===== config.mk =====
export PLATFORM = sky130hd
export DESIGN_NAME = pmcc_wait_unit
export DESIGN_NICKNAME = d
export VERILOG_FILES = /design/src/rtl/pmcc_pkg.sv /design/src/rtl/pmcc_trigger_sync.sv /design/src/rtl/pmcc_wait_unit.sv
export SDC_FILE = /design/constraint.sdc
export NUM_CORES = 1
export LEC_CHECK = 0
export CAP_MARGIN = 20
export CORE_MARGIN = 2
export CORE_UTILIZATION = 62
export CTS_CLUSTER_SIZE = 24
export DETAILED_ROUTE_END_ITERATION = 16
export DONT_BUFFER_PORTS = 1
export PLACE_DENSITY = 0.77
export SETUP_SLACK_MARGIN = 0.4
export SLEW_MARGIN = 20
export SYNTH_ARGS = -nofsm -noshare
export SYNTH_HDL_FRONTEND = slang
export SYNTH_HIERARCHICAL = 1
export SYNTH_SLANG_ARGS = --single-unit

===== constraint.sdc =====
create_clock -name clk -period 2.9 [get_ports clk]
set_input_delay 0.725 -clock clk [delete_from_list [all_inputs] [get_ports clk]]
set_output_delay 0.725 -clock clk [all_outputs]
set_load 0.01 [all_outputs]

===== src/rtl/pmcc_pkg.sv =====
// Shared types and default sizing for the PMC coprocessor wait engine.
package pmcc_pkg;

  localparam int PMCC_TRIG_NUM    = 4;
  localparam int PMCC_TIMEOUT_W   = 16;
  localparam int PMCC_SYNC_STAGES = 2;

  typedef enum logic {
    IDLE = 1'b0,
    WAIT = 1'b1
  } wait_state_t;

  // Wait command captured at start. While waiting, the timeout field is the
  // live down-counter of remaining WAIT cycles (0 = no timeout).
  typedef struct packed {
    logic [PMCC_TRIG_NUM-1:0]  mask;
    logic                      all_mode;
    logic                      edge_mode;
    logic [PMCC_TIMEOUT_W-1:0] timeout;
  } wait_cmd_t;

endpackage


===== src/rtl/pmcc_trigger_sync.sv =====
// Multi-flop synchroniser for the asynchronous trigger pins plus one delayed
// copy for rising-edge detection. The delay flop runs in every state, so a
// rise that settles before a wait starts is not seen as an edge.
module pmcc_trigger_sync
  import pmcc_pkg::*;
#(
  parameter int WIDTH  = PMCC_TRIG_NUM,
  parameter int STAGES = PMCC_SYNC_STAGES
) (
  input  logic             clk,
  input  logic             rst_n,
  input  logic [WIDTH-1:0] trig_async,
  output logic [WIDTH-1:0] level,
  output logic [WIDTH-1:0] rise
);

  logic [STAGES-1:0][WIDTH-1:0] sync_q;
  logic [WIDTH-1:0]             level_d;

  // Shift the raw triggers through the synchroniser chain and keep last level.
  always_ff @(posedge clk or negedge rst_n) begin
    if (!rst_n) begin
      sync_q  <= '0;
      level_d <= '0;
    end else begin
      sync_q  <= {sync_q[STAGES-2:0], trig_async};
      level_d <= sync_q[STAGES-1];
    end
  end

  assign level = sync_q[STAGES-1];
  assign rise  = sync_q[STAGES-1] & ~level_d;

endmodule


===== src/rtl/pmcc_wait_unit.sv =====
// Multi-channel wait engine: stalls the coprocessor until a programmed
// combination of triggers, a timeout, or an abort ends the wait.
//
//  state | meaning
//  IDLE  | no wait active; waitt latches a command and starts a wait
//  WAIT  | stalling; leaves on condition met, timeout or abort
module pmcc_wait_unit
  import pmcc_pkg::*;
#(
  parameter int TRIG_NUM    = PMCC_TRIG_NUM,
  parameter int TIMEOUT_W   = PMCC_TIMEOUT_W,
  parameter int SYNC_STAGES = PMCC_SYNC_STAGES
) (
  input  logic                 clk,
  input  logic                 rst_n,
  input  logic                 waitt,
  input  logic [TRIG_NUM-1:0]  trig_mask,
  input  logic                 all_mode,
  input  logic                 edge_mode,
  input  logic [TIMEOUT_W-1:0] timeout,
  input  logic                 abort,
  input  logic [TRIG_NUM-1:0]  trigger,
  output logic                 waiting,
  output logic                 done,
  output logic                 timed_out,
  output logic [TRIG_NUM-1:0]  trig_hit
);

  wait_state_t         state, state_nxt;
  wait_cmd_t           cmd_in, cmd_q;
  logic [TRIG_NUM-1:0] trig_level, trig_rise, ev, hit_nxt;
  logic                cond_met, tmo_hit, wait_rel;

  pmcc_trigger_sync #(
    .WIDTH  (TRIG_NUM),
    .STAGES (SYNC_STAGES)
  ) u_sync (
    .clk        (clk),
    .rst_n      (rst_n),
    .trig_async (trigger),
    .level      (trig_level),
    .rise       (trig_rise)
  );

  // Pack the start-of-wait command from the decode inputs.
  always_comb begin
    cmd_in           = '0;
    cmd_in.mask      = trig_mask;
    cmd_in.all_mode  = all_mode;
    cmd_in.edge_mode = edge_mode;
    cmd_in.timeout   = timeout;
  end

  // Trigger evaluation; an empty mask is satisfied immediately in both modes.
  always_comb begin
    ev       = cmd_q.edge_mode ? trig_rise : trig_level;
    hit_nxt  = trig_hit | (ev & cmd_q.mask);
    cond_met = (cmd_q.mask == '0) |
               (cmd_q.all_mode ? &(hit_nxt | ~cmd_q.mask) : |hit_nxt);
    tmo_hit  = (cmd_q.timeout == PMCC_TIMEOUT_W'(1));
  end

  // State register.
  always_ff @(posedge clk or negedge rst_n) begin
    if (!rst_n) state <= IDLE;
    else        state <= state_nxt;
  end

  // Next state and the combinational stall request.
  always_comb begin
    state_nxt = state;
    waiting   = 1'b0;
    wait_rel  = 1'b0;
    case (state)
      IDLE: begin
        waiting = waitt;
        if (waitt) state_nxt = WAIT;
      end
      WAIT: begin
        wait_rel = abort | cond_met | tmo_hit;
        waiting  = ~wait_rel;
        if (wait_rel) state_nxt = IDLE;
      end
      default: state_nxt = IDLE;
    endcase
  end

  // Command latch, timeout down-counter, sticky hits and end-of-wait status.
  always_ff @(posedge clk or negedge rst_n) begin
    if (!rst_n) begin
      cmd_q     <= '0;
      trig_hit  <= '0;
      timed_out <= 1'b0;
      done      <= 1'b0;
    end else begin
      done <= 1'b0;
      case (state)
        IDLE: begin
          if (waitt) begin
            cmd_q     <= cmd_in;
            trig_hit  <= '0;
            timed_out <= 1'b0;
          end
        end
        WAIT: begin
          trig_hit <= hit_nxt;
          if (cmd_q.timeout != '0)
            cmd_q.timeout <= cmd_q.timeout - PMCC_TIMEOUT_W'(1);
          if (wait_rel) begin
            done      <= ~abort;
            timed_out <= tmo_hit & ~cond_met & ~abort;
          end
        end
        default: ;
      endcase
    end
  end

endmodule

Yosys cells after proc, flatten, opt, wreduce, memory -nomap -nowiden --
Index checks and enable logic that the tools add are counted. W data, S select, Z words.
Cells by class: reductions and logical operators 7, $add $sub $neg 1, bitwise operators 15, muxes and demuxes 17, equal/unequal tests 4
Operators by type and width (count):
- $mux W16 | 2
- $pmux W16 S2 | 1
- $eq A16 B1 Y1 const B | 1
- $reduce_bool A16 Y1 | 1
- $sub A16 B1 Y16 const B | 1
- $and A4 B4 Y4 | 2
- $mux W1 | 8
- $mux W4 | 2
- $not A4 Y4 | 2
- $or A4 B4 Y4 | 2
- $pmux W4 S2 | 1
- $pmux W1 S2 | 3
- $reduce_and A2 Y1 | 3
- $logic_not A4 Y1 | 1
- $ne A2 B1 Y1 const B | 2
- $not A1 Y1 | 4
- $reduce_and A4 Y1 | 1
- $reduce_or A4 Y1 | 1
- $or A1 B1 Y1 | 3
- $and A1 B1 Y1 | 2
- $ne A2 B2 Y1 const B | 1
Storage, ports and cells: output and inout bits 7, input bits 30, flip-flop bits (word level) 41, word-level logic and storage cells 55

Logic depth before layout (Yosys ltp) --
word-level depth 14, depth in mapped cells 8, depth with buffers taken out 7

Cells and area by module --
The synthesis kept the hierarchy.
Modules (own cells, without submodules):
- pmcc_wait_unit | sequential area each 725.7 sq um, times used 1, cells each 189, area an instance 1695.4 sq um
- pmcc_trigger_sync | sequential area each 300.3 sq um, times used 1, cells each 20, area an instance 385.4 sq um

Worst setup path after synthesis --
No wires, ideal clock.
path type register -> output, from register u_sync.sync_q, in the netlist u_sync/level[1], to output waiting, arrival 1.721 ns, required time 2.175 ns, slack 0.454 ns, cell stages (with the launch flop) 6, buffers on the path 1, cell sequence dfrtp_1 > buf_4 > mux2_2 > a21oi_1 > a41oi_1 > o41ai_1
Between the ends: cells in the longest elaborated chain, start to end 12, elaborated cells on any way between the ends 13, those cells by class mux: 3; bitwise: 8; reduce/logical: 2
RTL lines:
- from (decl) | line pmcc_trigger_sync.sv:17 | logic [STAGES-1:0][WIDTH-1:0] sync_q;
- from (signal assigned) | line pmcc_trigger_sync.sv:26 | sync_q <= {sync_q[STAGES-2:0], trig_async};
- $and A4 B4 Y4 | line pmcc_trigger_sync.sv:32 | assign rise = sync_q[STAGES-1] & ~level_d;
- $mux W4 * | line pmcc_wait_unit.sv:56 | ev = cmd_q.edge_mode ? trig_rise : trig_level;
- $and A4 B4 Y4 * | line pmcc_wait_unit.sv:57 | hit_nxt = trig_hit | (ev & cmd_q.mask);
- $or A4 B4 Y4 * | line pmcc_wait_unit.sv:57
- $or A4 B4 Y4 | line pmcc_wait_unit.sv:59 | (cmd_q.all_mode ? &(hit_nxt | ~cmd_q.mask) : |hit_nxt);
- $reduce_and A4 Y1 | line pmcc_wait_unit.sv:59
- $mux W1 * | line pmcc_wait_unit.sv:59
- $or A1 B1 Y1 * | line pmcc_wait_unit.sv:58 | cond_met = (cmd_q.mask == '0) |
- $or A1 B1 Y1 * (2 in a row) | line pmcc_wait_unit.sv:80 | wait_rel = abort | cond_met | tmo_hit;
- $not A1 Y1 * | line pmcc_wait_unit.sv:81 | waiting = ~wait_rel;
- $pmux W1 S2 * | line pmcc_wait_unit.sv:74 | case (state)
- to (decl) | line pmcc_wait_unit.sv:23 | output logic waiting,
Mark *: on every way between the ends. The rest lies on a longest branch, timed or not.

Worst setup path after layout --
from register u_sync.sync_q, in the netlist u_sync/level[3], to output waiting
Between the ends: cells in the longest elaborated chain, start to end 12, elaborated cells on any way between the ends 13, those cells by class mux: 3; bitwise: 8; reduce/logical: 2
RTL lines:
- $and A4 B4 Y4 * | line pmcc_trigger_sync.sv:32
- via trig_rise[3] | line pmcc_wait_unit.sv:31 | logic [TRIG_NUM-1:0] trig_level, trig_rise, ev, hit_nxt;
- $mux W4 * | line pmcc_wait_unit.sv:56
- $and A4 B4 Y4 * | line pmcc_wait_unit.sv:57
- $or A4 B4 Y4 * | line pmcc_wait_unit.sv:57
- $or A4 B4 Y4 | line pmcc_wait_unit.sv:59
- $reduce_and A4 Y1 | line pmcc_wait_unit.sv:59
- $mux W1 * | line pmcc_wait_unit.sv:59
- $or A1 B1 Y1 * | line pmcc_wait_unit.sv:58
- $or A1 B1 Y1 * (2 in a row) | line pmcc_wait_unit.sv:80
- $not A1 Y1 * | line pmcc_wait_unit.sv:81
- $pmux W1 S2 * | line pmcc_wait_unit.sv:74
Mark *: on every way through the listed nets, which the timed path passes. The rest lies on a longest branch.

==> results by stage <==
Outcome:
- The flow ran to the end, and the final reports show no timing, DRC or antenna violations.

Pwr:
- In this run the static leakage power is 0.000992 µW.
- Of the total power, the clock network draws 18.4%.
- The worst-case vdd ir drop is 0.381 mV.
- For this design the total switching power over the nets is 735 µW.
- Internal power comes to 1260 µW.
- The switching share of power is 36.9%.
- The share of total power dissipated in sequential elements is 47.4%.
- The power density relative to cell area is 848 nW/µm².
- The part of the total power dissipated in combinational logic is 34.2%.

Run:
- Across the run, the number of max-cap violations was 0.

Layout:
- 0 antenna diodes ended up in the layout.
- The footprint of the multi-input gates is 1110 µm².
- Registers take 1030 µm².
- The area growth from synthesis to final layout is 12.9%.
- The fraction of final layout cells with drive strength greater than 1 is 20.7%.
- The number of nets in the layout is 245.
- The number of filler instances in the final layout is 239.

Floorplanning:
- The die covers 3840 µm².
- 37 I/O pins were placed.
- The row count is 21.
- The initial utilization of the core area, before any placement, comes to 63.4%.
- The die height is 61.9 µm.
- The core region is 3280 µm².
- The die outline width is 61.9 µm.

Detailed routing:
- For this run, the detailed router's first-pass iteration total came to 4.
- The routed design has 4570 µm of wire.
- In the routed design, unresolved DRC markers number 0.
- Using the TritonRoute via totals, the vias-per-cell ratio works out to 6.14.
- The wire length per cell after detailed routing is 17.6 µm.
- The number of design-rule violations left by the first detailed-router iteration is 136.
- The count of nets left with antenna violations once routing finished came out at 0.
- The detailed-route via count is 1589.

Synth:
- After synthesis, the most frequently instantiated cells are 41 x sky130_fd_sc_hd__dfrtp_1, 24 x sky130_fd_sc_hd__nand2_1, 18 x sky130_fd_sc_hd__nor2_1.
- Synthesis produced a netlist whose cell count is 209.
- After synthesis, the largest area contributor takes up 49.3% of total cell area.
- The most used flip-flop cell after synthesis is sky130_fd_sc_hd__dfrtp_1.
- The sequential share of the synthesized area is 49.3%.
- The number of storage elements in the synthesis netlist is 41.
- The number of warnings reported in the yosys synthesis log is 6.
- The synthesized design contains 0 enable-type register cells.
- Of all flip-flops after synthesis, the portion carrying an async set or reset was 100%.
- The netlist uses 42 different library cells.
- The synthesized netlist occupies a cell area of 2080 µm².
- In the post-synthesis netlist, the cell with the most instances is sky130_fd_sc_hd__dfrtp_1.
- A synthesized cell averages 9.96 µm².
- The cell type with the largest total area after synthesis is sky130_fd_sc_hd__dfrtp_1.
- The synthesized netlist net count is 241.
- In the post-synthesis netlist, the biggest area contributors are sky130_fd_sc_hd__dfrtp_1 49%, sky130_fd_sc_hd__a211oi_1 5.4%, sky130_fd_sc_hd__nand2_1 4.3%.

Timing:
- Setup repair after global routing could not meet its margin everywhere.
- The shortest clock period the worst path allows after layout is 2.71 ns.
- Hold is met by 0.0505 ns.
- The final setup violation count is 0.
- The worst path uses 93.6% of the clock period.
- The number of pins with negative max-slew slack in the final report came to 0.
- The final hold violation count came to 0.
- The measured slew at the worst slew-check pin is 0.564 ns.
- The final setup skew is 0.00515 ns.
- Measured against its own limit, the worst slew margin works out to 62.3%.
- The peak clock frequency supported by timing is 368 MHz.
- In the final timing run, aggregate negative setup slack is 0 ns.

Global route:
- The number of antenna violations at the first check in global routing came to 0.
- The via count of the first global-routing pass is 1516.
- The first global-routing pass estimated 6910 µm of wire.
- The remaining global-route overflow is 0.
- In the global route stage, overall resource usage came out at 25.3%.
- Entering global routing, the biggest net connects 42 pins.

Clock network:
- The number of buffers created by CTS is 5.
- Clock latency on the worst-skew pair, taken at its later pin, is 0.35 ns.
- In this run the clock root is driven by a sky130_fd_sc_hd__clkbuf_4.
- The clock sink count is 41.
- TritonCTS built the clock tree.
- The deepest level of the CTS H-tree is 2.
- After clock tree synthesis, the clock-pin slew on the worst setup and hold paths is 0.12 ns.
- The clock passes through at most 2 buffers.

Setup path:
- The reg-to-reg endpoint is cmd_q[1].
- The delay contributed by the slowest stage of the critical path is 0.43 ns.
- The critical path starts at u_sync/level[3].
- The startpoint kind of the worst setup timing path is a flip-flop.
- The end point of the critical path is waiting.
- The flop-to-flop setup slack is 0.71 ns.
- The number of buffer and inverter instances along the worst setup path is 1.
- Traced cell by cell, the critical path runs through nor2b_4 > mux2_4 > nor3b_2 > nor4_2 > o41ai_2 > buf_4.
- The biggest fanout along the worst timing path is 3.
- Broken down by cell family, the worst path's largest delay share belongs to simple AND/OR/NAND/NOR gates.
- The category of the critical setup timing path is flip-flop to output pin.
- The cell type of the slowest stage on the worst timing path is sky130_fd_sc_hd__dfrtp_1.
- In this run the number of cells on the critical path is 6.
- The worst reg2reg path depth is 9.
- STA classifies the critical path endpoint as an output pin.
- The data arrival time of the critical path is 1.99 ns.
- The worst register-to-register path begins at cmd_q[0].
- The required time reported for the critical path endpoint is 2.17 ns.

Place:
- Detailed placement ended at an HPWL of 2980 µm.
- The count of buffers added on input and output ports is 0.
- The routability congestion estimate from global placement is 0.909.

Worst hold path:
- The path category of the worst min-delay check is input pin to async pin.
[per-layer routing]
layer / part of all wire [%] / GRT usage (%) / up-vias
li1: - / - / 748
met1: 40 / 28.2 / 793
met2: 54 / 43.5 / 40
met3: 4.7 / 7.45 / 8
met4: 1.4 / 13.4 / 0
met5: 0 / 0 / -
[cell families (layout without fill, tap and decap cells)]
| group | Yosys count | count (layout) | synth area share [%] |
|---|---|---|---|
| AO/OA/AOI/OAI | 47 | 47 | 15.2 |
| adder cells (fa/ha/maj) | 2 | 2 | 1.20 |
| flip-flops | 41 | 41 | 49.3 |
| AND/OR/NAND/NOR | 88 | 88 | 23.8 |
| multiplexers | 8 | 8 | 4.15 |
| XOR/XNOR | 6 | 6 | 2.53 |
| buffers and inverters | 17 | 21 | 3.85 |
[how the worst min path moves through the flow]
stage / from / cells past startpoint / slack [ns] / to
after global placement: u_sync/sync_q[1] / 0 / 0.34 / u_sync/level[1]
final: rst_n / 0 / 0.05 / u_sync/level_d[1]
after global routing: rst_n / 0 / 0.02 / cmd_q[16]
after detailed placement: u_sync/sync_q[1] / 0 / 0.34 / u_sync/level[1]
after CTS: rst_n / 0 / 0.04 / cmd_q[0]
after floorplan: u_sync/sync_q[0] / 0 / 0.33 / u_sync/level[0]
[area by class of cell]
| class | instances | share of cell area (%) |
|---|---|---|
| multi-input combinational | 151 | 47.1 |
| sequential | 41 | 43.7 |
| timing repair buffer | 9 | 2.88 |
| tap | 46 | 2.45 |
| clock buffer | 5 | 1.60 |
| clock inverter | 2 | 1.49 |
| inverter | 5 | 0.799 |
[placed cells by master, fill, tap and decap left out, types with 4 or more instances in the layout]
master	n
sky130_fd_sc_hd__inv_1	5
sky130_fd_sc_hd__buf_4	9
sky130_fd_sc_hd__mux2_4	4
sky130_fd_sc_hd__a21oi_1	9
sky130_fd_sc_hd__nand3_1	4
sky130_fd_sc_hd__nor2_1	18
sky130_fd_sc_hd__a31oi_1	4
sky130_fd_sc_hd__a211oi_1	15
sky130_fd_sc_hd__nand2_1	24
sky130_fd_sc_hd__clkbuf_4	5
sky130_fd_sc_hd__o21ai_0	4
sky130_fd_sc_hd__nor2b_4	4
sky130_fd_sc_hd__nor3b_1	4
sky130_fd_sc_hd__dfrtp_1	40
sky130_fd_sc_hd__nor2b_1	10
[sequential cells by signal, summed over array words and instances, names as in the netlist]
register and count:
u_sync/level 4, state 1, cmd_q 22, timed_out 1, u_sync/sync_q 4, trig_hit 4, u_sync/level_d 4, done 1
[power by group through the flow]
stage	registers, µW	logic [µW]	clock network [µW]
6_report	945	681	367
5_1_grt	974	754	391
4_1_cts	930	641	372
3_5_place_dp	920	564	0
3_3_place_gp	909	536	0
2_1_floorplan	871	474	0
[stage by stage]
step / instances / utilization [%] / setup slack, ns / area, µm² / total power [µW]
finish: 259 / 71.5 / 0.186 / 2350 / 1990
detailed placement: 248 / 64.4 / 0.353 / 2110 / 1480
global route: 259 / 71.5 / 0.107 / 2350 / 2120
CTS: 259 / 69.9 / 0.159 / 2300 / 1940
floorplan: 209 / - / 0.454 / 2080 / 1340
global placement: 248 / 64.4 / 0.454 / 2110 / 1440
[timing repair]
item | CTS | global route
pin swaps | 6 | 1
endpoints found under the setup margin | 1 | 1
gates resized for setup | 16 | 9
buffers inserted | 4 | 0
hold buffers | 0 | 0
No activity file was read; power rests on OpenSTA's default activity.
